--- src/rtl/inst_encoder_loader.sv ---
// Streaming MIPS instruction encoder that assembles 32-bit words from symbolic
// fields and writes them contiguously into instruction memory from address 0.
module inst_encoder_loader #(
  parameter int ADDR_W = 10,
  parameter int DEPTH  = 1024
) (
  input  logic              clk,
  input  logic              rst,
  input  logic              start,
  input  logic              in_valid,
  output logic              in_ready,
  input  logic [3:0]        in_mnem,
  input  logic [4:0]        in_rs,
  input  logic [4:0]        in_rt,
  input  logic [4:0]        in_rd,
  input  logic [15:0]       in_imm,
  input  logic [25:0]       in_target,
  input  logic              in_last,
  output logic              im_we,
  output logic [ADDR_W-1:0] im_addr,
  output logic [31:0]       im_wdata,
  output logic [ADDR_W:0]   count,
  output logic              busy,
  output logic              done,
  output logic              full,
  output logic              err
);

  localparam logic [1:0] ST_IDLE = 2'd0;
  localparam logic [1:0] ST_LOAD = 2'd1;
  localparam logic [1:0] ST_DONE = 2'd2;
  localparam logic [1:0] ST_FULL = 2'd3;

  localparam logic [ADDR_W:0] DEPTH_C = DEPTH[ADDR_W:0];
  localparam logic [ADDR_W:0] ONE_C   = {{ADDR_W{1'b0}}, 1'b1};

  // Builds the machine word the control unit decodes; unused fields drop out.
  function automatic logic [31:0] encode_word(
    input logic [3:0]  mnem,
    input logic [4:0]  rs,
    input logic [4:0]  rt,
    input logic [4:0]  rd,
    input logic [15:0] imm,
    input logic [25:0] target
  );
    logic [31:0] w;
    case (mnem)
      4'd0:    w = {6'b000000, rs, rt, rd, 5'b00000, 6'b100000};
      4'd1:    w = {6'b000000, rs, rt, rd, 5'b00000, 6'b100010};
      4'd2:    w = {6'b000000, rs, rt, rd, 5'b00000, 6'b100011};
      4'd3:    w = {6'b000000, rs, rt, rd, 5'b00000, 6'b101010};
      4'd4:    w = {6'b000000, rs, rt, rd, 5'b00000, 6'b101011};
      4'd5:    w = {6'b001101, rs, rt, imm};
      4'd6:    w = {6'b001001, rs, rt, imm};
      4'd7:    w = {6'b100011, rs, rt, imm};
      4'd8:    w = {6'b101011, rs, rt, imm};
      4'd9:    w = {6'b000100, rs, rt, imm};
      4'd10:   w = {6'b000010, target};
      default: w = 32'h0000_0000;
    endcase
    return w;
  endfunction

  logic [1:0]        state_r;
  logic [ADDR_W:0]   count_r;
  logic              err_r;
  logic              im_we_r;
  logic [ADDR_W-1:0] im_addr_r;
  logic [31:0]       im_wdata_r;

  logic              accept_s;
  logic              legal_s;
  logic [ADDR_W:0]   count_inc_s;
  logic [31:0]       enc_s;

  // Transfer qualification and encoding of the word presented this cycle.
  always_comb begin
    accept_s    = (state_r == ST_LOAD) && in_valid;
    legal_s     = (in_mnem <= 4'd10);
    count_inc_s = count_r + ONE_C;
    enc_s       = encode_word(in_mnem, in_rs, in_rt, in_rd, in_imm, in_target);
  end

  // Session FSM, write pointer/count, sticky error and the registered write port.
  always_ff @(posedge clk or posedge rst) begin
    if (rst) begin
      state_r    <= ST_IDLE;
      count_r    <= '0;
      err_r      <= 1'b0;
      im_we_r    <= 1'b0;
      im_addr_r  <= '0;
      im_wdata_r <= 32'h0000_0000;
    end else begin
      im_we_r <= 1'b0;
      case (state_r)
        ST_IDLE, ST_DONE, ST_FULL: begin
          if (start) begin
            state_r <= ST_LOAD;
            count_r <= '0;
            err_r   <= 1'b0;
          end
        end
        ST_LOAD: begin
          if (accept_s) begin
            if (legal_s) begin
              im_we_r    <= 1'b1;
              im_addr_r  <= count_r[ADDR_W-1:0];
              im_wdata_r <= enc_s;
              count_r    <= count_inc_s;
            end else begin
              err_r <= 1'b1;
            end
            // Last word ends the session even when it also fills memory.
            if (in_last) begin
              state_r <= ST_DONE;
            end else if (legal_s && (count_inc_s == DEPTH_C)) begin
              state_r <= ST_FULL;
            end
          end
        end
        default: state_r <= ST_IDLE;
      endcase
    end
  end

  assign in_ready = (state_r == ST_LOAD);
  assign busy     = (state_r == ST_LOAD);
  assign done     = (state_r == ST_DONE);
  assign full     = (state_r == ST_FULL);
  assign err      = err_r;
  assign count    = count_r;
  assign im_we    = im_we_r;
  assign im_addr  = im_addr_r;
  assign im_wdata = im_wdata_r;

endmodule

--- config.mk ---
export PLATFORM = sky130hd
export DESIGN_NAME = inst_encoder_loader
export DESIGN_NICKNAME = d
export VERILOG_FILES = /design/src/rtl/inst_encoder_loader.sv
export SDC_FILE = /design/constraint.sdc
export NUM_CORES = 1
export LEC_CHECK = 0
export BUFFER_PORTS_ARGS = -buffer_cell sky130_fd_sc_hd__buf_2
export CORE_MARGIN = 2
export CORE_UTILIZATION = 50
export DETAILED_ROUTE_END_ITERATION = 8
export PLACE_DENSITY = 0.79
export SYNTH_ARGS = -nofsm -noshare
export SYNTH_HDL_FRONTEND = slang
export SYNTH_SLANG_ARGS = --single-unit
--- constraint.sdc ---
create_clock -name clk -period 5.2 [get_ports clk]
set_input_delay 1.04 -clock clk [delete_from_list [all_inputs] [get_ports clk]]
set_output_delay 1.04 -clock clk [all_outputs]
set_load 0.03 [all_outputs]
==> summary by stage, run 1 <==
Yosys
The async set-reset flop share out of synthesis is between 90% and 100%. The flip-flop cell with the highest count after synthesis is sky130_fd_sc_hd__dfrtp_1. The mux cell area share after synthesis is less than 1%.

After synthesis, the largest family of logic cells by area is compound AO/OA/AOI/OAI gates. The share of the synthesized area in the top cell type is 45.7%. After synthesis the netlist holds a flip-flop and latch count of 56.

The post-synthesis instance area is around 3000 um^2. The number of library cell types mapped by synthesis is 54. The count of flip-flops with a built-in enable after synthesis is 0. The largest total area in the synthesized netlist belongs to sky130_fd_sc_hd__dfrtp_1.

The cell count after synthesis came out at ~340. The adder-cell share of the synthesized area is 0.816%. The synthesized netlist devotes about 22% of its cell area to simple gates. The count of synthesis-stage warnings from yosys is 0. The net count after synthesis is 407. Dividing the synthesized area by the synthesized cell count gives approximately 9.0 um^2.

Summing the areas of all compound-gate instances in the mapped netlist gives a little under a quarter of the synthesized area. In the post-synthesis netlist, the biggest area contributors are sky130_fd_sc_hd__dfrtp_1, sky130_fd_sc_hd__nand2_1, sky130_fd_sc_hd__nor2_1. For this run, the register share of the synthesized area comes to between 40 and 50%. The parity-gate share of the synthesized area counting xor and xnor cells is 1.43%.

Worst setup path
The cell family with the largest share of critical-path delay is buffers and inverters. The kind of capture point of the worst setup path is a register. The critical path buffer and inverter count is 4.

In this run the critical register-to-register path is launched from state_r[0]. The data required time at the worst endpoint is around 5.4 ns. The worst setup path is launched from a primary input. The data arrival time at the worst-slack endpoint is 3.12 ns. The endpoint of the most critical register-to-register path is count[6]. The worst setup path startpoint is in_mnem[3]. The kind of critical path is in2reg.

The critical path goes through buf_2 -> inv_2 -> o21ai_4 -> buf_4 -> inv_4 -> a21oi_4 -> o21ai_1 -> o21ai_1. The master of the slowest instance on the critical path is sky130_fd_sc_hd__buf_4. The delay of the slowest critical-path stage is ~0.5 ns.

Of all nets on the critical path, the largest fanout is between 40 and 50. The number of cell instances on the worst register-to-register path is 7. The cell repeated most along the worst path is sky130_fd_sc_hd__o21ai_1. For flop-to-flop paths, the worst setup slack is about 2.8 ns.

STA
Setup repair after global routing left no endpoint under its margin. The number of setup violations in the final report is 0. The worst pin sits at a relative slew slack of 48.3%. Subtracting the final worst setup slack from the clock period gives roughly 2.9 ns. Timing would allow up to approximately 340 MHz. The max-slew violation total from the final report is 0. The clock skew is 0.00675 ns. The final-report hold violation count is 0. The tightest hold path in the finished design has a slack of roughly 0.48 ns. The fraction of the cycle the final worst path needs is 55.9%.

The actual slew at the worst max-slew pin is between 0.7 and 0.8 ns. For the final routed database, the setup TNS stands at 0 ns.

Power and ir drop
In this run the static leakage power is between 0.0015 and 0.002 uW. Across the VDD grid, the largest voltage drop is around 0.23 mV. The total power density per cell area is between 300 and 400 nW/um^2.

Clock tree
For this design, the CTS-stage hold fixing added 0 buffers. The cell at the root of the clock tree is sky130_fd_sc_hd__clkbuf_8. Counting every sink on the clock net gives 56. The clock transition at the register clock pins on the worst setup and hold paths after CTS is roughly 0.10 ns. The number of post-CTS setup repair buffers is 0. The maximum buffer depth of the clock tree is 2.

The later pin in the worst-skew pair is clocked with a latency of 0.29 ns. Buffers inserted during clock tree synthesis total 5. The CTS tree is done.

The total of cells resized after clock tree synthesis is 0. CTS built an H-tree with a depth of 2.

Place
The global placement routability congestion is a little under 0.9. Summed over all nets, the half-perimeter wirelength after detailed placement is approximately 5500 um. The area after detailed placement is ~3600 um^2. The count of buffers added on input and output ports is ~120.

Drt
The wire length reported by the detailed router is 7700 um. The per-cell via count in the routed design is 5.47. The number of design rule violations left after detail routing is 0. The number of nets still failing antenna checks after routing is 0.

The number of search-and-repair iterations in the first detailed-routing pass is 5. Across all layers, the routed design uses 2,855 vias. The per-cell routed wire length is 14.8 um. The violation count after the first detailed-routing iteration is 171.

Floorplanning
The area of the die is approximately 6800 um^2. The floorplan core area is between 5000 and 6000 um^2. The die width is a little over 80 um. In this run the vertical extent of the chip is 82.3 um. The initialized floorplan defines 28 standard-cell rows.

The number of primary I/O pins is around 130. The effective utilization at floorplan is between 50% and 60%.

Cells and area
The number of filler instances in the final layout is between 500 and 600. The fraction of final layout cells with drive strength greater than 1 is a little over a third. The final net count is 515.

The repair_antennas step left the layout with diodes totalling 0. The finished cells cover around 3700 um^2. The multi-input combinational cells in the finished layout cover a total of between 1000 and 1500 um^2. From synthesis to final layout, the design area changed by 20.3%.

The combined flip-flop and latch cell area is around 1400 um^2.

Hold path
The startpoint identified for the worst hold timing path is im_addr[5]. The end point of the worst hold path is im_addr[5]. The path class of the tightest hold or removal check is reg2reg. The worst hold path passes through 2 cells.

Global route
The pin count of the biggest net entering global routing is between 50 and 60. The initial antenna violation count is 0. Summed over all layers, the global routing overflow is 0. The via count of the first global-routing pass is between 2,000 and 3,000. The global-route wire length before repair is between 10,000 and 15,000 um. For this run, the total global-route usage over all layers was measured as 22.5%.

Job
The tool flagged a number of max-cap violations equal to 0.

Status
The flow ran to the end, and the final reports show no timing, DRC or antenna violations.
[sequential cells by signal (all words and copies together) (netlist names)]
name / cells
count: 11
state_r: 2
im_wdata: 31
im_we: 1
im_addr: 10
err: 1
[power breakdown]
part / switching, uW / internal (uW) / leakage, uW
combinational: 400 / 177 / 0.00110
sequential: 71.2 / 533 / 0.000703
clock: 131 / 91.6 / 0.0000400
total: 602 / 802 / 0.00184
[placed cells by master (no fill, tap or decap), types with 3 or more instances in the layout]
master                     instances
sky130_fd_sc_hd__buf_2           123
sky130_fd_sc_hd__nand2_1          65
sky130_fd_sc_hd__dfrtp_1          56
sky130_fd_sc_hd__nor2_1           52
sky130_fd_sc_hd__o21ai_1          22
sky130_fd_sc_hd__a221oi_1         10
sky130_fd_sc_hd__o21ai_0           9
sky130_fd_sc_hd__a31oi_1           8
sky130_fd_sc_hd__a221oi_2          8
sky130_fd_sc_hd__a22oi_1           7
sky130_fd_sc_hd__nand3_1           6
sky130_fd_sc_hd__and3_1            5
sky130_fd_sc_hd__a21oi_1           5
sky130_fd_sc_hd__clkbuf_8          5
sky130_fd_sc_hd__inv_2             4
sky130_fd_sc_hd__nand4_1           4
sky130_fd_sc_hd__nand2b_1          4
sky130_fd_sc_hd__nor3_1            3
sky130_fd_sc_hd__nor2b_1           3
sky130_fd_sc_hd__o22ai_1           3
sky130_fd_sc_hd__xnor2_1           3
[per-stage QoR]
stage          instances  power [uW]  util [%]  setup WS (ns)
2_1_floorplan        339        1020         -           2.79
3_3_place_gp         515        1180      60.9           2.10
3_5_place_dp         515        1190      60.9           2.03
4_1_cts              522        1420      62.3           2.34
5_1_grt              522        1500      62.3           2.13
6_report             522        1400      62.3           2.30
[layer usage]
metal,share of wire (%),vias up,global-route usage (%)
li1,-,1411,-
met1,43,1344,30.3
met2,49,94,37.1
met3,7.1,6,4.67
met4,0.96,0,5.67
met5,0,-,0
[final cells by class]
type | instances | area share, %
Clock buffer | 5 | 1.87
Clock inverter | 2 | 0.339
Inverter | 6 | 0.678
Sequential cell | 56 | 38.0
Multi-Input combinational cell | 253 | 39.5
Tap cell | 75 | 2.54
Timing Repair Buffer | 125 | 17.1
[cell families after synthesis]
kind of cell | count (synthesis)
xor+xnor | 5
compound gates | 91
fa+ha+maj | 2
simple gates | 152
flops | 56
other cells | 1
mux | 2
buf+inv | 30
[tightest hold or removal path: cells and delay by family, from the launching register on]
family / cells / cell delay [ns]
AND/OR/NAND/NOR: 2 / 0.10
flip-flops: 1 / 0.35
[how the worst max path moves through the flow]
stage	slack, ns	cells past startpoint	to
after floorplan	2.79	1	count[0]
after global placement	2.10	8	count[4]
after detailed placement	2.03	8	count[4]
after CTS	2.34	8	count[4]
after global routing	2.13	8	count[4]
final	2.30	8	count[6]
[cells in the mapped netlist (all sizes together) (2+ instances only)]
master	instances
nor3	4
a31oi	8
a221oi	18
inv	6
a21oi	7
o31ai	3
o22ai	3
nor2	54
nand3	6
nand2	66
nor2b	3
o21a	2
and2	2
o21ai	34
nand4	4
xnor2	3
nand2b	5
dfrtp	56
and3	5
xor2	2
ha	2
mux2i	2
a22oi	7
buf	23
a222oi	2
No activity file was read; power rests on OpenSTA's default activity.
==> run 2, diff against run 1 <==
CORE_UTILIZATION = 44   (was 50)
PLACE_DENSITY = 0.74   (was 0.79)
clock period = 2.36 ns   (was 5.2 ns; I/O delays follow)
==> run 2 against run 1 <==
Compared with the run above:
- worst setup slack lost 1.7 ns
- cell count grew 1.9%
- sequential power grew 120%
- register-to-register slack lost 2.3 ns
- clock skew grew 0.0012 ns
- sequential share of layout area shrank 1.0 points
- combinational power grew 120%
- largest power group unchanged
- non-clock buffer count grew 5
==> summary by stage, run 2 (synthesis gave the netlist of run 1 again) <==
Clock tree
The CTS H-tree depth came to 2 (unchanged). In this run the clock root is driven by a sky130_fd_sc_hd__clkbuf_8. The maximum buffer depth of the clock tree is 2 (unchanged).

The number of buffers inserted during clock tree synthesis is 5 (unchanged). The clock transition at the register clock pins on the worst setup and hold paths after CTS is 0.10 ns (about the same). The total of cells resized after clock tree synthesis is 0 (unchanged). The CTS tree is done. The later-pin clock latency in the skew report is 0.31 ns (+0.02 ns).

The sink count of the clock tree is 56 (unchanged). The number of hold-repair buffers added at the cts stage is 0 (unchanged). The number of post-CTS setup repair buffers is 0 (unchanged).

Drt
The violation count after the first detailed-routing iteration is 180 (+5.3%). The per-cell via count in the routed design is 5.42 (-0.95%). The per-cell routed wire length is 15.0 um (+1.7%). The number of nets still failing antenna checks after routing is 0 (unchanged). The number of search-and-repair iterations in the first detailed-routing pass was 4 (-1). The total number of vias was 2,882 (+0.95%).

The number of design rule violations left after detail routing is 0 (unchanged). The wire length reported by the detailed router came to 7980 um (+3.6%).

Job
The max capacitance violation total is 0 (unchanged).

Cells and area
The flip-flop count of the largest register, all copies and words added came to 31 (unchanged). The most common cell after layout, fill and taps aside is sky130_fd_sc_hd__buf_2. The area growth from synthesis to layout is 23.7%. The antenna diode count is 0 (unchanged). In the layout the commonest cells are sky130_fd_sc_hd__buf_2, sky130_fd_sc_hd__nand2_1, sky130_fd_sc_hd__dfrtp_1.

The final net count is 520 (+0.97%). The cell area after layout is 3790 um^2 (+2.8%). The fraction of final layout cells with drive strength greater than 1 is 36.1% (+0.72 points).

Worst setup path
The critical path in this run is classified as reg2reg. The endpoint of the most critical register-to-register path is state_r[1]. The critical path buffer and inverter count came to 0 (-4). The data arrival time at the worst-slack endpoint is 2.06 ns (-1.06 ns). The delay of the slowest critical-path stage is 0.49 ns (about the same). The critical path goes through ha_1 -> or2_0 -> a2111oi_0 -> o22ai_1 -> o21ai_1.

On the critical path, the stage with the largest delay is an instance of sky130_fd_sc_hd__dfrtp_1. Among cell families on the critical path, the largest total delay comes from compound AO/OA/AOI/OAI gates. The launch point of the worst reg-to-reg path is count[0]. The data required time at the worst endpoint came to 2.61 ns (-2.81 ns). The number of cell instances on the worst register-to-register path came to 5 (-2).

The type of element launching the critical path is a register. The setup slack on the worst flop-to-flop path is 0.55 ns (-2.26 ns). The maximum fanout along the worst path is 9 (-82%). The kind of capture point of the worst setup path is a register.

Place
The placed wire-length estimate after detailed placement is 5810 um (+6.2%). The area after detailed placement was 3660 um^2 (+1.6%). The number of buffer cells added on primary ports is 123 (unchanged). The global placement routability congestion was 0.873 (-1.2%).

STA
The final-report hold violation count is 0 (unchanged). Dividing the final minimum period by the clock period gives between 70 and 80%. The relative max-transition margin is 47.0% (-1.3 points). Setup repair after global routing left no endpoint under its margin. The time the final worst path needs with I/O delays and setup is around 1.8 ns. Based on the critical path, the design can be clocked at up to approximately 550 MHz. The final-layout setup total negative slack is 0 ns (unchanged).

The actual slew at the worst max-slew pin came to 0.795 ns (+0.0195 ns). The final hold slack is 0.243 ns (-0.234 ns). The clock skew is 0.00796 ns (+0.00121 ns). The max-slew violation total from the final report is 0 (unchanged). The number of setup violations in the final report is 0 (unchanged).

Power and ir drop
The reported leakage power is 0.00190 uW (+2.9%). The power spent charging and discharging nets was 1340 uW (+120%). The combinational share of power is 38.5% (-2.6 points).

The total power density per cell area came to 881 nW/um^2 (+130%). The largest vdd supply drop came to 0.445 mV (+92%). The clock group share of total power is 21.7% (+5.9 points). The fraction of power consumed by sequential logic was 39.8% (-3.3 points). The net switching share of the total power is 40.2% (-2.7 points).

The cell-internal power is 2000 uW (+150%).

Global route
The pin count of the biggest net entering global routing is 37 (-35%). The global-route congestion overflow total is 0 (unchanged). The global-route wire length before repair is 12,600 um (+5.6%). The total global routing track utilization came to 20.7% (-1.8 points). The via count of the first global-routing pass is 2,533 (-0.74%). The initial antenna violation count was 0 (unchanged).

Floorplanning
The row count is 30 (+7.1%). The effective utilization at floorplan is 45.4% (-6.4 points). The die height is 87.5 um (+6.3%). The die width is 87.5 um (+6.3%).

The area of the die is 7650 um^2 (+13%). The floorplan core area is 6760 um^2 (+14%). The number of primary I/O pins is 125 (unchanged).

Status
The flow ran to the end, and the final reports show no timing, DRC or antenna violations.

Hold path
The path category of the worst min-delay check is in2async.
==> run 2: changes by cell type in the layout (fill, tap and decap cells not counted) <==
cell / before / now
sky130_fd_sc_hd__buf_4: 2 / 6
sky130_fd_sc_hd__clkinvlp_4: 1 / 0
sky130_fd_sc_hd__bufinv_16: 0 / 2
sky130_fd_sc_hd__buf_12: 0 / 1
sky130_fd_sc_hd__clkinv_2: 1 / 0
==> run 2: power groups by stage <==
stage                     sequential [uW]  clock [uW]  combinational [uW]
after floorplan                      1760           0                 495
after global placement               1340           0                1280
after detailed placement             1350           0                1290
after CTS                            1330         741                1300
after global routing                 1360         783                1400
final                                1330         725                1290
==> run 2: layout make-up <==
class                   instances  area [um^2]
clock buffers                   5         68.8
clock inverters                 2         60.1
fillers                       646         2960
inverters                       6         25.0
multi-input cells             253         1460
flip-flops and latches         56         1400
well taps                      80          100
repair buffers                130          681
==> run 2: per-stage QoR <==
step	power, uW	setup slack, ns	utilization, %	std cells
detailed placement	2640	0.315	54.2	525
finish	3340	0.550	56.1	532
floorplan	2250	0.517	-	339
CTS	3370	0.533	56.1	532
global placement	2620	0.359	54.2	525
global route	3540	0.319	56.1	532
==> run 2: layer usage <==
layer	vias up	GRT usage, %	wire length, um
met1	1338	30.1	3560
met3	12	4.27	619
met4	0	6.01	138
met5	-	0	0
met2	119	31.3	3660
li1	1413	-	-
==> run 2: worst reg2reg max path: stages (launching register included) <==
cell	delay, ns
sky130_fd_sc_hd__dfrtp_1	0.49
sky130_fd_sc_hd__ha_1	0.31
sky130_fd_sc_hd__or2_0	0.21
sky130_fd_sc_hd__a2111oi_0	0.40
sky130_fd_sc_hd__o22ai_1	0.18
sky130_fd_sc_hd__o21ai_1	0.15
==> run 2: how the worst max path moves through the flow <==
stage,from,slack [ns],cells after the start,to
finish,count[0],0.55,5,state_r[1]
global route,count[0],0.32,5,state_r[1]
CTS,count[0],0.53,5,state_r[1]
detailed placement,in_mnem[3],0.31,7,count[3]
global placement,in_mnem[3],0.36,7,count[3]
floorplan,rst,0.52,1,count[0]
==> run 3, diff against run 2 <==
clock period = 1.5 ns   (was 2.36 ns; I/O delays follow)
==> run 3 against run 2 <==
Compared with the run above:
- the flow now finishes with violations (negative setup slack)
- core utilization rose by 5.9 points
- cell count rose by 6.4%
- first-iteration DRC count fell by 19%
- power rose by 63%
- wire length rose by 9.0%
- sequential power rose by 56%
- critical path depth did not move
- critical endpoint unchanged
==> summary by stage, run 3 (synthesis gave the netlist of run 1 again) <==
Status
The run finished, with violations left. The checks that failed: negative setup slack.

STA
The clock skew is 0.00521 ns (-0.00275 ns). The final hold slack was 0.0616 ns (-0.181 ns). The time the final worst path needs with I/O delays and setup was 1.56 ns (-0.252 ns). The relative max-transition margin came to 60.0% (+13 points). The setup slack of the critical path after layout is -0.0576 ns (-0.608 ns). The max-slew violation total from the final report was 0 (unchanged). The fraction of the cycle the final worst path needs is 104% (+27 points). The final-report hold violation count is 0 (unchanged).

The final-layout setup total negative slack is -0.0576 ns (-0.0576 ns). The number of setup violations in the final report is 1 (+1). Setup repair after global routing could not meet its margin everywhere.

The actual slew at the worst max-slew pin is 0.600 ns (-0.195 ns). The timing-limited maximum frequency came to 642 MHz (+16%).

Cells and area
The number of filler instances in the final layout is 611 (-5.4%). The combined flip-flop and latch cell area was 1410 um^2 (+0.27%). The final net count came to 553 (+6.3%). The layout-stage area growth over the synthesis result is 36.6%. Leaving out fill and tap cells, the most frequent cell in the layout is sky130_fd_sc_hd__buf_2. In the layout the commonest cells are sky130_fd_sc_hd__buf_2, sky130_fd_sc_hd__nand2_1, sky130_fd_sc_hd__dfrtp_1. The fraction of final layout cells with drive strength greater than 1 is 43.8% (+7.8 points). The antenna diode count is 0 (unchanged). The flip-flop count of the largest register, all copies and words added is 31 (unchanged).

The cell area after layout came to 4190 um^2 (+10%). The area of the multi-input gates is 1560 um^2 (+7.2%).

Power and ir drop
The total power density per cell area is 1300 nW/um^2 (+47%). The total power is 5430 uW (+63%). The reported leakage power was 0.00211 uW (+11%). The largest vdd supply drop is 0.674 mV (+51%).

Worst setup path
The data arrival time at the worst-slack endpoint came to 1.79 ns (-0.27 ns). STA classifies the critical path endpoint as a register. The maximum fanout along the worst path is 2 (-7). The critical path buffer and inverter count is 0 (unchanged). Traced cell by cell, the critical path runs through ha_4 -> or2_4 -> a2111oi_4 -> o22ai_2 -> o21ai_1. The type of element launching the critical path is a register. The critical path is of the reg2reg type.

The slowest stage of the critical path belongs to the cell sky130_fd_sc_hd__dfrtp_2. The delay of the slowest critical-path stage is 0.44 ns (-0.05 ns). The data required time at the worst endpoint is 1.74 ns (-0.87 ns). The cell family with the largest share of critical-path delay is compound AO/OA/AOI/OAI gates.

Floorplanning
The effective utilization at floorplan is 45.4% (unchanged). The floorplan core area was 6760 um^2 (unchanged). The die width is 87.5 um (unchanged). The area of the die is 7650 um^2 (unchanged). The row count was 30 (unchanged).

The die height was 87.5 um (unchanged). The number of primary I/O pins was 125 (unchanged).

Hold path
The path category of the worst min-delay check is in2async.

Clock tree
The CTS H-tree depth was 2 (unchanged). The sink count of the clock tree is 56 (unchanged). The maximum buffer depth of the clock tree is 2 (unchanged). The clock transition at the register clock pins on the worst setup and hold paths after CTS is 0.10 ns (about the same). The tree is rooted in a sky130_fd_sc_hd__clkbuf_8. The number of hold-repair buffers added at the cts stage is 0 (unchanged). The later-pin clock latency in the skew report is 0.30 ns (about the same). TritonCTS built the clock tree. The number of buffers inserted during clock tree synthesis is 5 (unchanged).

Global route
The initial antenna violation count came to 0 (unchanged). met2 is the most crowded layer. The global-route wire length before repair is 12,900 um (+2.9%). The total global routing track utilization came to 21.1% (+0.34 points). The global-route met2 utilization was 34.3% (+3.0 points). The routing usage on met1 is 29.4% (-0.74 points).

The fraction of met3 tracks used by global routing is 3.89% (-0.38 points). The via count of the first global-routing pass was 2,739 (+8.1%). The global-route congestion overflow total was 0 (unchanged). The pin count of the biggest net entering global routing is 33 (-11%).

Place
The global placement routability congestion is 0.896 (+2.7%). The post-place setup slack is -0.238 ns (-0.553 ns). The placed wire-length estimate after detailed placement came to 6300 um (+8.4%). The area after detailed placement came to 3940 um^2 (+7.6%). The number of buffer cells added on primary ports is 123 (unchanged).

Drt
The number of nets still failing antenna checks after routing is 0 (unchanged). The per-cell via count in the routed design was 5.40 (-0.33%). The total number of vias is 3,056 (+6.0%). The per-cell routed wire length came to 15.4 um (+2.5%). The wire length reported by the detailed router came to 8700 um (+9.0%). The violation count after the first detailed-routing iteration is 145 (-19%).

The number of design rule violations left after detail routing was 0 (unchanged). The number of search-and-repair iterations in the first detailed-routing pass was 5 (+1).

Job
The max capacitance violation total came to 0 (unchanged).
-- run 3: changes by cell type in the layout (fill, tap and decap cells not counted), moves of 2 or more --
cell,previous run,this run
sky130_fd_sc_hd__buf_4,6,36
sky130_fd_sc_hd__nor2_2,1,3
sky130_fd_sc_hd__a221oi_2,8,12
sky130_fd_sc_hd__nor2_1,52,50
sky130_fd_sc_hd__buf_6,0,2
sky130_fd_sc_hd__a221oi_1,10,6
sky130_fd_sc_hd__buf_2,123,120
sky130_fd_sc_hd__dfrtp_1,56,53
sky130_fd_sc_hd__dfrtp_2,0,3
sky130_fd_sc_hd__buf_12,1,4
-- run 3: area by class of cell --
| type | instances | area share (%) |
|---|---|---|
| well taps | 80 | 2.39 |
| multi-input cells | 254 | 37.3 |
| clock inverters | 2 | 0.926 |
| repair buffers | 162 | 23.2 |
| inverters | 6 | 0.687 |
| flip-flops and latches | 56 | 33.5 |
| clock buffers | 6 | 1.97 |
-- run 3: stage by stage --
stage               utilization [%]  cells
floorplan                         -    339
global placement               58.4    556
detailed placement             58.4    556
CTS                            60.4    564
global route                   62.0    566
finish                         62.0    566
-- run 3: where the power goes --
part           switching [uW]  total, uW  internal, uW
Sequential                219       2070          1850
Clock                     500       1050           547
Combinational            1510       2310           805
-- run 3: timing repair --
| item | CTS | global route |
|---|---|---|
| gates cloned | 0 | 1 |
| pin swaps | 3 | 7 |
| setup endpoints to repair | 7 | 23 |
| buffers inserted | 0 | 1 |
| gates resized for setup | 5 | 23 |
-- run 3: metal layers --
layer | vias to the layer above | wire length [um]
met5 | - | 0
met4 | 0 | 57
met3 | 8 | 555
met2 | 133 | 4240
met1 | 1430 | 3850
li1 | 1485 | -
-- run 3: final timing paths --
check | startpoint | to | slack (ns) | cells after the start
hold reg to reg | im_addr[7] | im_addr[7] | 0.48 | 2
max in group asynchronous | rst | count[1] | 1.08 | 3
setup / recovery | count[1] | state_r[1] | -0.06 | 5
hold / removal | rst | im_wdata[4] | 0.06 | 3
setup reg to reg | count[1] | state_r[1] | -0.06 | 5
min in group clk | in_last | state_r[0] | 0.17 | 2
-- run 3: worst reg2reg max path, stage by stage (launching register included) --
cell and delay [ns]:
sky130_fd_sc_hd__dfrtp_2 0.44, sky130_fd_sc_hd__ha_4 0.16, sky130_fd_sc_hd__or2_4 0.25, sky130_fd_sc_hd__a2111oi_4 0.37
sky130_fd_sc_hd__o22ai_2 0.14, sky130_fd_sc_hd__o21ai_1 0.13
